### config.mk
export PLATFORM = sky130hd
export DESIGN_NAME = harmonic_sequencer
export DESIGN_NICKNAME = d
export VERILOG_FILES = /design/src/rtl/synth_pkg.sv /design/src/rtl/harmonic_phase_step.sv /design/src/rtl/harmonic_sequencer.sv
export SDC_FILE = /design/constraint.sdc
export NUM_CORES = 1
export LEC_CHECK = 0
export CAP_MARGIN = 40
export CORE_UTILIZATION = 41
export CTS_CLUSTER_DIAMETER = 30
export CTS_CLUSTER_SIZE = 12
export DETAILED_ROUTE_END_ITERATION = 10
export GPL_ROUTABILITY_DRIVEN = 1
export PLACE_DENSITY = 0.73
export SLEW_MARGIN = 20
export SYNTH_ARGS = -nofsm -noshare
export SYNTH_HDL_FRONTEND = slang
export SYNTH_SLANG_ARGS = --single-unit
export TNS_END_PERCENT = 1
### constraint.sdc
create_clock -name fpga_clock -period 4.2 [get_ports fpga_clock]
set_clock_uncertainty 0.05 [all_clocks]
set_input_delay 0.84 -clock fpga_clock [delete_from_list [all_inputs] [get_ports fpga_clock]]
set_output_delay 0.84 -clock fpga_clock [all_outputs]
set_load 0.05 [all_outputs]
### src/rtl/synth_pkg.sv
// Shared constants, state encoding and helpers for the additive-synthesis
// harmonic sequencer.
package synth_pkg;

  localparam int SAMPLERATE = 48000;
  localparam int LUT_SHIFT  = 5;
  localparam int MAX_HARM   = 64;
  localparam int DIV_BIT    = 7;
  localparam int PHASE_W    = 16;
  localparam int FH_W       = 24;
  localparam int LUT_W      = 11;

  // Typed forms of the constants so comparisons stay width-matched.
  localparam logic [PHASE_W-1:0] SR_PHASE     = 16'd48000;
  localparam logic [PHASE_W-1:0] SR_PHASE_MAX = 16'd47999;
  localparam logic [7:0]         MAX_HARM_C   = 8'd64;
  localparam logic [FH_W-1:0]    NYQ_FH       = 24'd24000;
  localparam logic [DIV_BIT-1:0] MULT_FULL    = {DIV_BIT{1'b1}};

  typedef enum logic [3:0] {
    ST_IDLE  = 4'd0,
    ST_LOAD  = 4'd1,
    ST_READ  = 4'd2,
    ST_STEP  = 4'd3,
    ST_WRITE = 4'd4,
    ST_LUTW  = 4'd5,
    ST_ISSUE = 4'd6,
    ST_DRAIN = 4'd7,
    ST_DONE  = 4'd8
  } state_t;

  // Amplitude step down that stops at zero instead of wrapping.
  function automatic logic [DIV_BIT-1:0] sat0_sub(input logic [DIV_BIT-1:0] a,
                                                  input logic [DIV_BIT-1:0] b);
    if (a > b) begin
      return a - b;
    end else begin
      return {DIV_BIT{1'b0}};
    end
  endfunction

endpackage

### src/rtl/harmonic_phase_step.sv
// Combinational modular add: (a + b) mod SAMPLERATE, valid for a, b < SAMPLERATE,
// so a single conditional subtract is enough.
module harmonic_phase_step
  import synth_pkg::*;
(
  input  logic [PHASE_W-1:0] a,
  input  logic [PHASE_W-1:0] b,
  output logic [PHASE_W-1:0] sum
);

  logic [PHASE_W:0] raw_s;
  logic [PHASE_W:0] wrap_s;

  // 17-bit sum, then fold back once if it crossed the modulus.
  always_comb begin
    raw_s  = {1'b0, a} + {1'b0, b};
    wrap_s = raw_s - {1'b0, SR_PHASE};
    if (raw_s >= {1'b0, SR_PHASE}) begin
      sum = wrap_s[PHASE_W-1:0];
    end else begin
      sum = raw_s[PHASE_W-1:0];
    end
  end

endmodule

### src/rtl/harmonic_sequencer.sv
// Per-sample harmonic scheduler: walks harmonics 0..count-1 on each sample
// tick, advancing each phase in the phase RAM, addressing the sine LUT and
// issuing the LUT value to the scaling accumulator with a falling amplitude.
// Optional build macro NYQUIST_CUTOFF_EN: the frame ends at the first harmonic
// whose unreduced frequency reaches SAMPLERATE/2.
module harmonic_sequencer
  import synth_pkg::*;
(
  input  logic               fpga_clock,
  input  logic               reset,
  input  logic               sample_tick,
  input  logic [15:0]        frequency,
  input  logic [7:0]         harmonic_count,
  input  logic [DIV_BIT-1:0] rolloff,
  output logic [7:0]         pr_addr,
  output logic               pr_we,
  output logic [15:0]        pr_wdata,
  input  logic [15:0]        pr_rdata,
  output logic [10:0]        lut_addr,
  output logic               adder_clear,
  output logic               adder_start,
  output logic [DIV_BIT-1:0] adder_mult,
  input  logic               adder_ready,
  output logic               frame_done,
  output logic               busy,
  output logic               overrun
);

  state_t state_r, state_s;
  logic [PHASE_W-1:0] freq_r, freq_s;
  logic [PHASE_W-1:0] inc_r, inc_s;
  logic [7:0]         count_r, count_s;
  logic [7:0]         h_r, h_s, h_next_s;
  logic [DIV_BIT-1:0] rolloff_r, rolloff_s;
  logic [DIV_BIT-1:0] mult_r, mult_s;
  logic               lut_wait_r, lut_wait_s;
`ifdef NYQUIST_CUTOFF_EN
  logic [FH_W-1:0]    fh_r, fh_s, fh_next_s;
`endif

  logic [7:0]         pr_addr_r, pr_addr_s;
  logic               pr_we_r, pr_we_s;
  logic [15:0]        pr_wdata_r, pr_wdata_s;
  logic [10:0]        lut_addr_r, lut_addr_s;
  logic               adder_clear_r, adder_clear_s;
  logic               adder_start_r, adder_start_s;
  logic [DIV_BIT-1:0] adder_mult_r, adder_mult_s;
  logic               frame_done_r, frame_done_s;
  logic               busy_r, busy_s;

  logic [PHASE_W-1:0] freq_clamp_s;
  logic [7:0]         count_clamp_s;
  logic [PHASE_W-1:0] phase_sum_s;
  logic [PHASE_W-1:0] inc_sum_s;

  // New phase of the current harmonic from the value just read back.
  harmonic_phase_step u_phase_step (
    .a   (pr_rdata),
    .b   (inc_r),
    .sum (phase_sum_s)
  );

  // Phase increment of the next harmonic: (h+2)*freq reduced.
  harmonic_phase_step u_inc_step (
    .a   (inc_r),
    .b   (freq_r),
    .sum (inc_sum_s)
  );

  // Clamp the control-register inputs to their legal ranges.
  always_comb begin
    if (frequency >= SR_PHASE) begin
      freq_clamp_s = SR_PHASE_MAX;
    end else begin
      freq_clamp_s = frequency;
    end
    if (harmonic_count > MAX_HARM_C) begin
      count_clamp_s = MAX_HARM_C;
    end else begin
      count_clamp_s = harmonic_count;
    end
  end

  // Next-state and next-output decode; outputs are registered on entry to the state they belong to.
  always_comb begin
    state_s       = state_r;
    freq_s        = freq_r;
    inc_s         = inc_r;
    count_s       = count_r;
    h_s           = h_r;
    h_next_s      = h_r + 8'd1;
    rolloff_s     = rolloff_r;
    mult_s        = mult_r;
    lut_wait_s    = lut_wait_r;
`ifdef NYQUIST_CUTOFF_EN
    fh_s          = fh_r;
    fh_next_s     = fh_r + {8'd0, freq_r};
`endif
    pr_addr_s     = pr_addr_r;
    pr_we_s       = 1'b0;
    pr_wdata_s    = pr_wdata_r;
    lut_addr_s    = lut_addr_r;
    adder_clear_s = 1'b0;
    adder_start_s = 1'b0;
    adder_mult_s  = adder_mult_r;
    frame_done_s  = 1'b0;

    case (state_r)
      ST_IDLE: begin
        if (sample_tick) begin
          state_s       = ST_LOAD;
          adder_clear_s = 1'b1;
        end else begin
          state_s = ST_IDLE;
        end
      end
      ST_LOAD: begin
        freq_s    = freq_clamp_s;
        count_s   = count_clamp_s;
        rolloff_s = rolloff;
        inc_s     = freq_clamp_s;
        h_s       = 8'd0;
        mult_s    = MULT_FULL;
`ifdef NYQUIST_CUTOFF_EN
        fh_s      = {8'd0, freq_clamp_s};
`endif
        if (count_clamp_s == 8'd0) begin
          state_s      = ST_DONE;
          frame_done_s = 1'b1;
        end
`ifdef NYQUIST_CUTOFF_EN
        else if ({8'd0, freq_clamp_s} >= NYQ_FH) begin
          state_s = ST_DRAIN;
        end
`endif
        else begin
          state_s   = ST_READ;
          pr_addr_s = 8'd0;
        end
      end
      ST_READ: begin
        state_s = ST_STEP;
      end
      ST_STEP: begin
        state_s    = ST_WRITE;
        pr_we_s    = 1'b1;
        pr_wdata_s = phase_sum_s;
        lut_addr_s = phase_sum_s[LUT_SHIFT +: LUT_W];
      end
      ST_WRITE: begin
        state_s    = ST_LUTW;
        lut_wait_s = 1'b0;
      end
      ST_LUTW: begin
        if (!lut_wait_r) begin
          lut_wait_s = 1'b1;
          inc_s      = inc_sum_s;
        end else begin
          state_s = ST_ISSUE;
        end
      end
      ST_ISSUE: begin
        if (adder_ready) begin
          adder_start_s = 1'b1;
          adder_mult_s  = mult_r;
          mult_s        = sat0_sub(mult_r, rolloff_r);
          h_s           = h_next_s;
`ifdef NYQUIST_CUTOFF_EN
          fh_s          = fh_next_s;
`endif
          if (h_next_s == count_r) begin
            state_s = ST_DRAIN;
          end
`ifdef NYQUIST_CUTOFF_EN
          else if (fh_next_s >= NYQ_FH) begin
            state_s = ST_DRAIN;
          end
`endif
          else begin
            state_s   = ST_READ;
            pr_addr_s = h_next_s;
          end
        end else begin
          state_s = ST_ISSUE;
        end
      end
      ST_DRAIN: begin
        // Skip the cycle the start pulse is still on the wire, so a slow ready drop is not missed.
        if (adder_ready && !adder_start_r) begin
          state_s      = ST_DONE;
          frame_done_s = 1'b1;
        end else begin
          state_s = ST_DRAIN;
        end
      end
      ST_DONE: begin
        state_s = ST_IDLE;
      end
      default: begin
        state_s = ST_IDLE;
      end
    endcase

    busy_s = (state_s != ST_IDLE);
  end

  // Sequencer state and per-frame working registers.
  always_ff @(posedge fpga_clock or posedge reset) begin
    if (reset) begin
      state_r    <= ST_IDLE;
      freq_r     <= 16'd0;
      inc_r      <= 16'd0;
      count_r    <= 8'd0;
      h_r        <= 8'd0;
      rolloff_r  <= {DIV_BIT{1'b0}};
      mult_r     <= {DIV_BIT{1'b0}};
      lut_wait_r <= 1'b0;
`ifdef NYQUIST_CUTOFF_EN
      fh_r       <= 24'd0;
`endif
    end else begin
      state_r    <= state_s;
      freq_r     <= freq_s;
      inc_r      <= inc_s;
      count_r    <= count_s;
      h_r        <= h_s;
      rolloff_r  <= rolloff_s;
      mult_r     <= mult_s;
      lut_wait_r <= lut_wait_s;
`ifdef NYQUIST_CUTOFF_EN
      fh_r       <= fh_s;
`endif
    end
  end

  // Output registers.
  always_ff @(posedge fpga_clock or posedge reset) begin
    if (reset) begin
      pr_addr_r     <= 8'd0;
      pr_we_r       <= 1'b0;
      pr_wdata_r    <= 16'd0;
      lut_addr_r    <= 11'd0;
      adder_clear_r <= 1'b0;
      adder_start_r <= 1'b0;
      adder_mult_r  <= {DIV_BIT{1'b0}};
      frame_done_r  <= 1'b0;
      busy_r        <= 1'b0;
    end else begin
      pr_addr_r     <= pr_addr_s;
      pr_we_r       <= pr_we_s;
      pr_wdata_r    <= pr_wdata_s;
      lut_addr_r    <= lut_addr_s;
      adder_clear_r <= adder_clear_s;
      adder_start_r <= adder_start_s;
      adder_mult_r  <= adder_mult_s;
      frame_done_r  <= frame_done_s;
      busy_r        <= busy_s;
    end
  end

  assign pr_addr     = pr_addr_r;
  assign pr_we       = pr_we_r;
  assign pr_wdata    = pr_wdata_r;
  assign lut_addr    = lut_addr_r;
  assign adder_clear = adder_clear_r;
  assign adder_start = adder_start_r;
  assign adder_mult  = adder_mult_r;
  assign frame_done  = frame_done_r;
  assign busy        = busy_r;
  // Overrun must flag the very cycle the rejected tick arrives, so it is decoded from the busy register.
  assign overrun     = sample_tick & busy_r;

endmodule

-- Yosys cells after proc, flatten, opt, wreduce, memory -nomap -nowiden
Cells that the tools add are included.
- equal/unequal tests: 12
- magnitude comparators: 5
- reductions and logical operators: 12
- bitwise gates (word level): 1
- multiplexer cells: 31
- add/sub/neg operators: 6
- operator list (kind ; number):
    $mux W16 ; 4
    $mux W8 ; 5
    $add A16 B16 Y17 ; 2
    $ge A17 B16 Y1 const B ; 2
    $pmux W16 S2 ; 1
    $pmux W4 S8 ; 1
    $pmux W8 S2 ; 2
    $sub A16 B16 Y16 const B ; 2
    $eq A4 B3 Y1 const B ; 4
    $ge A16 B16 Y1 const B ; 1
    $mux W4 ; 4
    $mux W7 ; 2
    $pmux W7 S2 ; 1
    $add A8 B1 Y8 const B ; 1
    $eq A4 B2 Y1 const B ; 2
    $eq A8 B8 Y1 ; 1
    $gt A8 B7 Y1 const B ; 1
    $logic_not A8 Y1 ; 1
    $mux W1 ; 8
    $ne A2 B2 Y1 const B ; 4
    $gt A7 B7 Y1 ; 1
    $sub A7 B7 Y7 ; 1
    $reduce_and A2 Y1 ; 3
    $reduce_bool A2 Y1 ; 3
    9 further kinds ; 10
- output and inout bits: 48
- flip-flop bits (word level): 114
- word-level logic and storage cells: 84

-- Logic depth before layout (Yosys ltp)
- depth in word-level cells: 6
- mapped depth: 15

-- By module
Synthesis repeated with hierarchy kept, for this count alone.
- cell total of the unflattened synthesis: 812
- area total of the unflattened synthesis: 7199.4 sq um
- by module, submodules not included (module ; cells an instance ; area an instance (sq um) ; times used):
    harmonic_sequencer ; 502 ; 4819.6 ; 1
    harmonic_phase_step at u_inc_step ; 162 ; 1286.2 ; 1
    harmonic_phase_step at u_phase_step ; 148 ; 1093.5 ; 1

-- Least setup slack after synthesis
No wires, ideal clock.
- path kind: input -> register
- start point: input port pr_rdata[0]
- end point: register pr_wdata_r[12] (netlist: pr_wdata[12])
- data required time: 4.023 ns
- setup time: 0.127 ns
- arrival: 3.572 ns
- cell stages on the path: 13
- slack: 0.451 ns
- buffers on the path: 0
- cells stage by stage: ha_1 fa_1 a211oi_1 nor2_1 o311a_1 o22ai_1 ha_1 a21o_1 a31oi_1 o21a_1 nor2_1 mux2i_1 nand3_1
- word-level cells in the longest chain between the ends: 3
- elaborated cells between the ends (all ways): 4
- those cells by class: 2 x add/sub; 1 x order compare; 1 x mux
- RTL lines (element ; RTL line ; RTL):
    start: declaration ; harmonic_sequencer.sv:18 ; input logic [15:0] pr_rdata,
    $add A16 B16 Y17 (*) ; harmonic_phase_step.sv:16 ; raw_s = {1'b0, a} + {1'b0, b};
    $sub A16 B16 Y16 or $ge A17 B16 Y1 (tied branches) ; harmonic_phase_step.sv:17, harmonic_phase_step.sv:18 ;
    $mux W16 (*) ; harmonic_phase_step.sv:18 ; if (raw_s >= {1'b0, SR_PHASE}) begin
    end signal: assignment ; harmonic_sequencer.sv:251 ; pr_wdata_r <= pr_wdata_s;
    end: declaration ; harmonic_sequencer.sv:43 ; logic [15:0] pr_wdata_r, pr_wdata_s;
Mark *: on every way between the ends. The rest lies on a longest branch, timed or not.
A chain may end at the register's enable or synchronous reset.

-- Worst setup path in the final report
- start point: register inc_r[0]
- end point: register inc_r[9]
- word-level cells in the longest chain between the ends: 5
- elaborated cells between the ends (all ways): 6
- those cells by class: 2 x add/sub; 1 x order compare; 3 x mux
- RTL lines (element ; RTL line ; RTL):
    start: declaration ; harmonic_sequencer.sv:31 ; logic [PHASE_W-1:0] inc_r, inc_s;
    start signal: assignment ; harmonic_sequencer.sv:224 ; inc_r <= inc_s;
    $add A16 B16 Y17 (*) ; harmonic_phase_step.sv:16 ;
    $sub A16 B16 Y16 or $ge A17 B16 Y1 (tied branches) ; harmonic_phase_step.sv:17, harmonic_phase_step.sv:18 ;
    $mux W16 (*) ; harmonic_phase_step.sv:18 ;
    $mux W16 (*) ; harmonic_sequencer.sv:155 ; if (!lut_wait_r) begin
    $pmux W16 S2 (*) ; harmonic_sequencer.sv:108 ; case (state_r)
Mark *: on every way between the ends. The rest lies on a longest branch, timed or not. The select of a mux whose other input is x is not followed.

==> qor.yml <==
crit_family: "compound AO/OA/AOI/OAI gates"
hold_viol_final: 0
grt_pass1_wl_um: 27600
drtIter0Drc: 308
grt_overflow: 0
cts_buffer_depth: 2
period_minus_slack_ns: 3.96
postSynthAreaPerCell_um2: 8.52
numCtsBuffers: 9
end_kind: "flip-flop"
reg2reg_setup_slack_ns: 0.24
final-setup-viol-count: 0
worstMarginPinSlew_ns: 0.727
rsz0062_at_grt: "no"
ys_ff_latch: 103
htreeDepth: 3
insertion_delay_ns: 0.36
worst-path-buf-inv: 1
synth.distinct_cells: 73
drive_gt1_frac: 0.0709
area_growth_pct: 22.5
ys.flop_type: "dfrtp_1"
antenna_found_initial: 0
fp.dieH_um: 132
netlist_top_cells_area: "dfrtp_1, ha_1, nand2_1"
report.final.slew_viol_count: 0
initial_core_util: 0.418
wl_per_cell_um: 14.7
route.detailed.drc: 0
firstDrtPassIters: 4
io_pins: 99
root_buffer: "clkbuf_16"
crit_arrival_ns: 4.19
grt_util_all_layers: 0.197
worst-setup-path-type: "reg2reg"
crit_slowest_cell: "dfrtp_1"
antenna_cells: 0
cp_cell_sequence: "ha_1 > fa_1 > a21oi_1 > o21ai_2 > a211oi_1 > o21ai_0 > nand2_1 > ha_1 > inv_1 > o31a_1 > nor4b_2 > o22a_1 > nor2_2 > or3_1 > a31oi_1"
synth-edff-count: 0
gp_congestion: 0.916
finalWirelength_um: 16500
fmax_mhz: 253
required_ns: 4.43
ant_nets: 0
clkTransAtPathRegs_ns: 0.07
status: "complete, no violations"
slew_headroom: 0.514
avgViaCountPerCell: 5.40
nNetsFinal: 994
dpl.hpwl_um: 12400
cts_sinks: 103
io_buffers: 98
synth-async-reset-ratio: 1.00
hold_class: "reg2reg"
cts-hold-fix-buffers: 0
max-cap-violations: 0
synth_nets: 905
rows: 47
grt_max_degree: 62
cts_tree: "built"
min_period_over_period: 0.943
crit_path_start_kind: "flip-flop"
syn_inst: 809
syn_area_um2: 6890
grt_pass1_vias: 5672
vias: 6059
yosysTopAreaCell: "dfrtp_1"
core_um2: 16500
ys_warn_count: 0
max_stage_delay_ns: 0.42
die_w_um: 132
crit_path_max_fanout: 6
crit_top_cell: "ha_1"
synth_seq_area_share: 0.374
synth_top_area_frac: 0.374
die_area_um2: 17300
fin_tns_setup_ns: 0
-- per-stage QoR --
stage	std cells	util	instance area [um^2]	worst slack (ns)	hold slack [ns]
global route	1123	0.513	8440	0.0504	0.465
CTS	1122	0.511	8410	0.175	0.430
global placement	1106	0.493	8110	0.0816	0.407
detailed placement	1106	0.493	8110	0.0269	0.415
floorplan	809	-	6890	0.451	0.395
finish	1123	0.513	8440	0.241	0.429
-- metal layers --
metal	vias to the layer above	global-route usage	wire [um]
met5	-	0	0
met4	0	0.0355	127
met3	9	0.0463	864
met2	142	0.332	7840
met1	2844	0.259	7720
li1	3064	-	-
-- synth_stat cells (9+ instances only) --
cell type and instances:
o21ai_0 71, nand2b_1 11, a21oi_1 37, nand2_1 137, clkbuf_1 26, xnor2_1 20
dfrtp_1 103, a211oi_1 9, a31oi_1 9, and2_1 10, xor2_1 25, nor2_1 78
nand3_1 23, inv_1 18, nor3_1 11, ha_1 42, buf_4 12, a21o_1 10
-- path summary, 6_finish.rpt --
path | start | end | cells past startpoint
worst min register to register | pr_wdata[4]$_DFFE_PP0P_ | pr_wdata[4]$_DFFE_PP0P_ | 2
worst min-delay path | pr_wdata[4]$_DFFE_PP0P_ | pr_wdata[4]$_DFFE_PP0P_ | 2
worst max register to register | inc_r[0]$_DFFE_PP0P_ | inc_r[9]$_DFFE_PP0P_ | 15
max in group asynchronous | reset | rolloff_r[1]$_DFFE_PP0P_ | 4
min in group asynchronous | reset | pr_wdata[14]$_DFFE_PP0P_ | 2
worst max-delay path | inc_r[0]$_DFFE_PP0P_ | inc_r[9]$_DFFE_PP0P_ | 15
-- area by class of cell --
cell class | instances | area, um^2
Timing Repair Buffer | 120 | 1180
Clock buffer | 11 | 233
Multi-Input combinational cell | 645 | 4040
Inverter | 19 | 73.8
Clock inverter | 5 | 63.8
Tap cell | 220 | 275
Sequential cell | 103 | 2580
Fill cell | 1586 | 8030
-- cell usage in the layout (no fill, tap or decap), types with 4 or more instances in the layout --
cell	instances
o22ai_1	5
o211ai_1	6
o21a_1	8
xor2_1	25
a21boi_0	6
mux2_2	5
o21ai_0	71
and3_1	8
xnor2_1	20
nor2_1	78
or2_2	8
o22a_1	6
nand3_1	23
a21oi_1	37
nand4_1	5
nand2_1	137
nor2b_1	8
clkdlybuf4s50_1	98
buf_4	20
nor3_1	10
a21o_1	10
inv_1	17
nor4_1	4
dfrtp_1	103
nand2b_1	11
o31ai_1	8
clkbuf_16	9
a211oi_1	9
mux2i_1	7
and2_1	10
nor3b_1	4
a31oi_1	9
ha_1	42
-- logic make-up after synthesis --
| kind of cell | synth area share |
|---|---|
| simple gates | 0.220 |
| compound gates | 0.204 |
| flops | 0.374 |
| buf+inv | 0.0412 |
| xor+xnor | 0.0572 |
| fa+ha+maj | 0.0850 |
| mux | 0.0183 |
-- tightest hold or removal path, stage by stage, from the launching register on --
cell and delay (ns):
dfrtp_1 0.34, nand2_1 0.05, o31ai_1 0.05
-- flip-flops by register name, summed over array words and instances, names as in the netlist --
| signal | flops |
|---|---|
| adder_clear | 1 |
| adder_mult | 7 |
| adder_start | 1 |
| busy | 1 |
| count_r | 8 |
| frame_done | 1 |
| freq_r | 16 |
| h_r | 8 |
| inc_r | 16 |
| lut_wait_r | 1 |
| mult_r | 7 |
| pr_addr | 8 |
| pr_wdata | 16 |
| pr_we | 1 |
| rolloff_r | 7 |
| state_r | 4 |
-- timing repair --
action	in CTS	in global routing
gates resized for setup	0	1
buffers inserted	0	0
setup endpoints to repair	0	6
Power is not shown: default switching activity piles up to over one toggle a cycle in this logic, so the estimate is an artifact.
